$ cat src/rtl/types_pkg.sv
// Shared types for the pipeline hazard controller: bus widths, forwarding select, FSM states.
// Latency: n/a (types only).
// Backpressure: n/a.
package types_pkg;

    localparam int ADDR_BUS = 5;
    localparam int DATA_BUS = 32;

    typedef enum logic [1:0] {
        FWD_NONE = 2'b00,
        FWD_WB   = 2'b01,
        FWD_MEM  = 2'b10
    } fwd_sel;

    typedef logic [1:0] hz_state;

    localparam hz_state RUN      = 2'b00;
    localparam hz_state MEM_WAIT = 2'b01;
    localparam hz_state ERROR    = 2'b10;

endpackage

$ cat src/rtl/fwd_select.sv
// Picks the ALU operand source for one E-stage source register; M-stage result wins over W.
// Latency: purely combinational.
// Backpressure: none.
module fwd_select
    import types_pkg::*;
(
    input  logic                RegWriteM_i,
    input  logic [ADDR_BUS-1:0] RdM_i,
    input  logic                RegWriteW_i,
    input  logic [ADDR_BUS-1:0] RdW_i,
    input  logic [ADDR_BUS-1:0] RsE_i,
    output fwd_sel              Fwd_o
);

    always_comb begin
        Fwd_o = FWD_NONE;
        if (RegWriteM_i && (RdM_i != '0) && (RdM_i == RsE_i)) begin
            Fwd_o = FWD_MEM;
        end else if (RegWriteW_i && (RdW_i != '0) && (RdW_i == RsE_i)) begin
            Fwd_o = FWD_WB;
        end
    end

endmodule

$ cat src/rtl/pipeline_hazard_ctrl.sv
// Hazard unit: forwarding, load-use bubbles, branch flushes, memory-wait stalls with timeout.
// Latency: stall/flush/forward outputs are combinational; FSM and counters update on negedge clk.
// Backpressure: MemBusyM_i freezes F/D/E/M and bubbles W until it drops or the timeout latches ERROR.
module pipeline_hazard_ctrl
    import types_pkg::*;
#(
    parameter int MEM_TIMEOUT = 15
) (
    input  logic                clk,
    input  logic                rst_n,
    input  logic [ADDR_BUS-1:0] Rs1D_i,
    input  logic [ADDR_BUS-1:0] Rs2D_i,
    input  logic [ADDR_BUS-1:0] Rs1E_i,
    input  logic [ADDR_BUS-1:0] Rs2E_i,
    input  logic [ADDR_BUS-1:0] RdE_i,
    input  logic [ADDR_BUS-1:0] RdM_i,
    input  logic [ADDR_BUS-1:0] RdW_i,
    input  logic                RegWriteE_i,
    input  logic                RegWriteM_i,
    input  logic                RegWriteW_i,
    input  logic                ResultSrcE_i,
    input  logic                PCSrcE_i,
    input  logic                MemBusyM_i,
    output logic                StallF_o,
    output logic                StallD_o,
    output logic                StallE_o,
    output logic                StallM_o,
    output logic                FlushD_o,
    output logic                FlushE_o,
    output logic                FlushW_o,
    output fwd_sel              ForwardAE_o,
    output fwd_sel              ForwardBE_o,
    output logic                ErrTimeout_o,
    output logic [DATA_BUS-1:0] StallCount_o
);

    localparam int WCW = (MEM_TIMEOUT < 2) ? 1 : $clog2(MEM_TIMEOUT + 1);

    hz_state        state;
    logic [WCW-1:0] waitCnt;
    logic [WCW:0]   waitNext;
    logic           lwStall;
    logic           memHold;
    fwd_sel         fwdA;
    fwd_sel         fwdB;

    fwd_select u_fwd_a (
        .RegWriteM_i (RegWriteM_i),
        .RdM_i       (RdM_i),
        .RegWriteW_i (RegWriteW_i),
        .RdW_i       (RdW_i),
        .RsE_i       (Rs1E_i),
        .Fwd_o       (fwdA)
    );

    fwd_select u_fwd_b (
        .RegWriteM_i (RegWriteM_i),
        .RdM_i       (RdM_i),
        .RegWriteW_i (RegWriteW_i),
        .RdW_i       (RdW_i),
        .RsE_i       (Rs2E_i),
        .Fwd_o       (fwdB)
    );

    assign ForwardAE_o = rst_n ? fwdA : FWD_NONE;
    assign ForwardBE_o = rst_n ? fwdB : FWD_NONE;

    assign lwStall = ResultSrcE_i && RegWriteE_i && (RdE_i != '0) &&
                     ((RdE_i == Rs1D_i) || (RdE_i == Rs2D_i));

    // A busy memory outranks branches and load-use; in MEM_WAIT a ready memory
    // drops straight through to the RUN priorities within the same cycle.
    assign memHold = (state == ERROR) || MemBusyM_i;

    always_comb begin
        StallF_o = 1'b0;
        StallD_o = 1'b0;
        StallE_o = 1'b0;
        StallM_o = 1'b0;
        FlushD_o = 1'b0;
        FlushE_o = 1'b0;
        FlushW_o = 1'b0;
        if (!rst_n) begin
            StallF_o = 1'b0;
        end else if (memHold) begin
            StallF_o = 1'b1;
            StallD_o = 1'b1;
            StallE_o = 1'b1;
            StallM_o = 1'b1;
            FlushW_o = 1'b1;
        end else if (PCSrcE_i) begin
            FlushD_o = 1'b1;
            FlushE_o = 1'b1;
        end else if (lwStall) begin
            StallF_o = 1'b1;
            StallD_o = 1'b1;
            FlushE_o = 1'b1;
        end
    end

    assign waitNext = (WCW+1)'(waitCnt) + (WCW+1)'(1);

    always_ff @(negedge clk or negedge rst_n) begin
        if (!rst_n) begin
            state        <= RUN;
            waitCnt      <= '0;
            StallCount_o <= '0;
            ErrTimeout_o <= 1'b0;
        end else begin
            if (StallF_o && (StallCount_o != '1)) begin
                StallCount_o <= StallCount_o + DATA_BUS'(1);
            end
            case (state)
                RUN: begin
                    if (MemBusyM_i) begin
                        state   <= MEM_WAIT;
                        waitCnt <= '0;
                    end
                end
                MEM_WAIT: begin
                    if (!MemBusyM_i) begin
                        state <= RUN;
                    end else if (waitNext >= (WCW+1)'(MEM_TIMEOUT)) begin
                        state        <= ERROR;
                        ErrTimeout_o <= 1'b1;
                    end else begin
                        waitCnt <= waitNext[WCW-1:0];
                    end
                end
                ERROR: begin
                    state <= ERROR;
                end
                default: begin
                    state <= RUN;
                end
            endcase
        end
    end

endmodule

$ cat config.mk
export PLATFORM = sky130hd
export DESIGN_NAME = pipeline_hazard_ctrl
export DESIGN_NICKNAME = d
export VERILOG_FILES = /design/src/rtl/types_pkg.sv /design/src/rtl/fwd_select.sv /design/src/rtl/pipeline_hazard_ctrl.sv
export SDC_FILE = /design/constraint.sdc
export NUM_CORES = 1
export LEC_CHECK = 0
export ABC_AREA = 1
export CORE_AREA = 4 4 78 98
export CTS_CLUSTER_SIZE = 12
export DETAILED_ROUTE_END_ITERATION = 12
export DIE_AREA = 0 0 82 102
export GPL_TIMING_DRIVEN = 1
export PLACE_DENSITY_LB_ADDON = 0.25
export SYNTH_ARGS = -nofsm -noshare
export SYNTH_HDL_FRONTEND = slang
export SYNTH_HIERARCHICAL = 1
export SYNTH_SLANG_ARGS = --single-unit
$ cat constraint.sdc
create_clock -name clk -period 5.3 [get_ports clk]
set_clock_uncertainty 0.2 [all_clocks]
set_input_delay 1.06 -clock clk [delete_from_list [all_inputs] [get_ports clk]]
set_output_delay 1.06 -clock clk [all_outputs]
set_load 0.1 [all_outputs]
* Word-level counts from Yosys, hierarchy flattened
Cells that the tools add are included.
** Storage, ports and cells
- Flip-flop bits (word level) :: 39
- Output and inout port bits :: 44
- Bits of input ports :: 43
** Cells by class
- Reductions and logical operators :: 20
- $lt $le $gt $ge :: 1
- $add $sub $neg :: 2
- Multiplexer cells :: 26
- Eq/ne operators :: 13
** Operators with widths (number)
- $add 32x1->32 const B :: 1
- $ne 32x32->1 const B :: 1
- $eq 5x5->1 :: 6
- $reduce_bool 5->1 :: 3
- $mux 1 :: 14
- $mux 2 :: 7
- $mux 4 :: 3
- $logic_and 1x1->1 :: 10
- $pmux 4 s2 :: 1
- $ne 2x2->1 const B :: 3
- $pmux 2 s3 :: 1
- $add 4x1->5 const B :: 1
- $ge 5x4->1 const B :: 1
- $reduce_and 4->1 :: 1
- $ne 3x3->1 const B :: 1
- $reduce_and 3->1 :: 1
- $eq 2x1->1 const B :: 1
- $eq 2x2->1 const B :: 1
- $logic_not 2->1 :: 1
- $logic_or 1x1->1 :: 2
- $reduce_and 2->1 :: 1
- $reduce_bool 2->1 :: 1

* Depth between registers and ports, before layout
- Word-level depth :: 8
- Depth in mapped cells :: 12

* Modules after synthesis
Netlist, hierarchy kept.
** By module, submodules not included
- pipeline_hazard_ctrl :: area an instance 2834.0 um^2, seq. area each 975.9 um^2, times used 1, cells each 447
- fwd_select :: area an instance 214.0 um^2, seq. area each 0.0 um^2, times used 2, cells each 50

==> load_flow_metrics.sql <==
INSERT INTO impl_metrics (metric_group, metric, value, unit) VALUES
('critical_path', 'critical-path-max-stage-delay', '0.43', 'ns'),
('timing', 'fin_tns_setup', '-0.442', 'ns'),
('global_routing', 'antenna_found_initial', '0', ''),
('cells_and_area', 'design.final.nets', '701', ''),
('cells_and_area', 'post_route_cells_drive_above_1_share', '17.6', '%'),
('timing', 'setup_viol', '7', ''),
('placed_design', 'place.port_buffers', '86', ''),
('timing', 'slew_headroom', '32.2', '%'),
('timing', 'worst_slack', '-0.0769', 'ns'),
('clock_network', 'clock_sinks', '39', ''),
('critical_path', 'worst_path_max_delay_cell', 'dfrtn_1', ''),
('synth', 'syn_avg_cell_area', '5.96', 'µm²'),
('critical_path', 'startpoint_of_the_worst_slack_reg_to_reg_timing_path', 'StallCount_o[0]', ''),
('critical_path', 'crit_path_cell_trace', 'inv_2 -> nand2_4 -> nand2_4 -> nand2_4 -> nand2_4 -> buf_6 -> buf_6 -> buf_12', ''),
('timing', 'fin_worst_hold_slack', '0.282', 'ns'),
('critical_path', 'cp.arrival', '4.12', 'ns'),
('run', 'max-cap-violations', '0', ''),
('global_routing', 'vias_in_the_first_global_route', '3795', ''),
('synth', 'postSynthNetCount', '593', ''),
('placed_design', 'hpwlAfterDp', '7.74', 'mm'),
('global_routing', 'gr-total-overflow', '0', ''),
('drt', 'post-route-drc-count', '0', ''),
('synth', 'ys_seq_elements', '39', ''),
('timing', 'rsz0062_at_grt', 'true', ''),
('cells_and_area', 'layout_stage_area_growth_over_the_synthesis_result', '55.8', '%'),
('synth', 'ys_types', '26', ''),
('clock_network', 'cts_root_buffer', 'clkbuf_8', ''),
('placed_design', 'gp_routability_congestion', '0.946', ''),
('critical_path', 'timing.critical_path.mode_cell', 'nand2_4', ''),
('critical_path', 'crit_start', 'state[0]', ''),
('timing', 'finalHoldViolations', '0', ''),
('synth', 'post_synth_edffs', '0', ''),
('critical_path', 'crit_family', 'buffers and inverters', ''),
('power_and_ir_drop', 'p_seq_share', '36.9', '%'),
('worst_hold_path', 'min-delay-path-class', 'flop to flop', ''),
('status', 'failed_checks', 'negative setup slack', ''),
('power_and_ir_drop', 'power_report.internal_total', '571', 'µW'),
('worst_hold_path', 'timing.hold.worst.start', 'ErrTimeout_o', ''),
('drt', 'drt-initial-drc-count', '253', ''),
('power_and_ir_drop', 'p_sw_share', '40.2', '%'),
('placed_design', 'dp_slack', '-0.413', 'ns'),
('critical_path', 'criticalPathCategory', 'flop to output port', ''),
('floorplanning', 'floorplan.die.width', '82', 'µm'),
('critical_path', 'cp_bufs_invs', '4', ''),
('clock_network', 'clk_pin_slew', '0.05', 'ns'),
('clock_network', 'htreeDepth', '2', ''),
('synth', 'synthFlopType', 'dfrtn_1', ''),
('floorplanning', 'die_height', '102', 'µm'),
('critical_path', 'worst_ep_required_time', '4.04', 'ns'),
('drt', 'viasPerCell', '5.23', ''),
('synth', 'post_synth_inst_count', '547', ''),
('drt', 'drt_first_pass_iters', '5', ''),
('global_routing', 'grt.met2_usage', '47.5', '%'),
('critical_path', 'critical_path.startpoint_type', 'flop', ''),
('global_routing', 'grt_util_all_layers', '26.5', '%'),
('status', 'status', 'finished with violations', ''),
('global_routing', 'grt_util_met1', '30.8', '%'),
('critical_path', 'worstPathMaxFanout', '4', ''),
('floorplanning', 'placement_rows', '34', ''),
('global_routing', 'busiest_layer', 'met2', ''),
('power_and_ir_drop', 'vdd_ir_drop_max', '198', 'µV'),
('power_and_ir_drop', 'power_density', '188', 'mW/mm²'),
('floorplanning', 'io_pins', '87', ''),
('floorplanning', 'die_area', '0.00836', 'mm²'),
('cells_and_area', 'antennaDiodeCount', '0', ''),
('timing', 'final_max_slew_viol_count', '0', ''),
('global_routing', 'grt_util_met3', '4.41', '%'),
('synth', 'yosysWarningCount', '6', ''),
('drt', 'routed-via-count', '3898', ''),
('drt', 'antenna_left', '0', ''),
('drt', 'detail_route.wl_per_cell', '15.2', 'µm');
[registers in the layout, indices dropped and copies added, names as in the netlist]
name / cells
waitCnt: 4
ErrTimeout_o: 1
StallCount_o: 32
state: 2
[Yosys cell counts (all sizes together) (2+ instances only)]
cell / number / area (µm²)
a21boi: 2 / 15.0
a21oi: 3 / 15.0
buf: 10 / 76.3
clkbuf: 2 / 7.51
dfrtn: 39 / 976
ha: 3 / 37.5
inv: 68 / 255
nand2: 234 / 886
nand3: 61 / 315
nand3b: 7 / 52.6
nand4: 2 / 18.8
nor2: 65 / 264
nor3: 18 / 90.1
o21ai: 9 / 45.0
xnor2: 6 / 52.6
xor2: 16 / 140
[cells by family (layout without fill, tap and decap cells)]
group / after synthesis / count (layout) / synth area share, %
buffers and inverters: 80 / 188 / 10.4
adders and majority gates: 3 / 3 / 1.15
and+or+nand+nor: 388 / 388 / 50.1
xor gates and xnor gates: 22 / 22 / 5.91
DFF: 39 / 39 / 29.9
AOI/OAI and AO/OA: 15 / 15 / 2.53
[routing by layer]
layer | vias up | share of wire, %
met1 | 1833 | 39
met5 | - | 0
li1 | 1907 | -
met3 | 29 | 5.5
met2 | 129 | 53
met4 | 0 | 2.8
[power by group through the flow]
stage	combinational, µW	sequential, µW	clock (µW)
after CTS	394	352	210
after detailed placement	372	357	0
after floorplan	110	463	0
after global placement	365	356	0
after global routing	416	356	221
final	397	352	206
[stage by stage]
stage	util [%]	cell area (µm²)
after detailed placement	68.9	4690
final	74.7	5080
after floorplan	-	3350
after global placement	68.9	4690
after CTS	73.6	5010
after global routing	74.7	5080
[final timing paths]
| path | to | slack (ns) | cells after the start |
|---|---|---|---|
| setup / recovery | StallF_o | -0.08 | 8 |
| hold / removal | ErrTimeout_o | 0.28 | 2 |
| setup reg to reg | StallCount_o[11] | 2.02 | 10 |
| hold reg to reg | ErrTimeout_o | 0.28 | 2 |
| max in group asynchronous | state[0] | 1.44 | 2 |
| min in group asynchronous | StallCount_o[26] | 3.18 | 2 |
[placed cells by master (no fill, tap or decap), types with 5 or more instances in the layout]
cell type,instances
nand2_1,226
inv_1,61
nand3_1,56
nor2_1,55
buf_12,42
dfrtn_1,39
clkdlybuf4s50_1,26
buf_4,22
nor3_1,17
xor2_1,16
dlymetal6s2s_1,13
nor2_2,9
o21ai_0,9
nand3b_1,7
inv_2,6
clkbuf_8,6
nand3_2,5
[timing repair]
| action | in CTS | in global routing |
|---|---|---|
| gates cloned | 4 | 0 |
| pin swaps | 9 | 10 |
| hold buffers | 0 | 0 |
| resized for setup | 20 | 24 |
| buffers inserted | 8 | 3 |
| setup endpoints to repair | 39 | 39 |
[cell type report]
type / count / area, µm²
Clock buffer: 6 / 82.6
Multi-Input combinational cell: 428 / 2060
Timing Repair Buffer: 113 / 1590
Tap cell: 90 / 113
Clock inverter: 1 / 5.00
Inverter: 68 / 259
Fill cell: 524 / 1720
Sequential cell: 39 / 976
[worst register-to-register path: stages (launching register included)]
cell     delay, ns
dfrtn_1       0.58
ha_1          0.33
nand3_2       0.22
nor2_4        0.24
nand3_2       0.09
nor2_2        0.10
nand4_2       0.76
nand2_8       0.49
buf_12        0.17
nand2_1       0.06
nand2_1       0.06
Note: power is estimated with default switching activity, not from simulation.
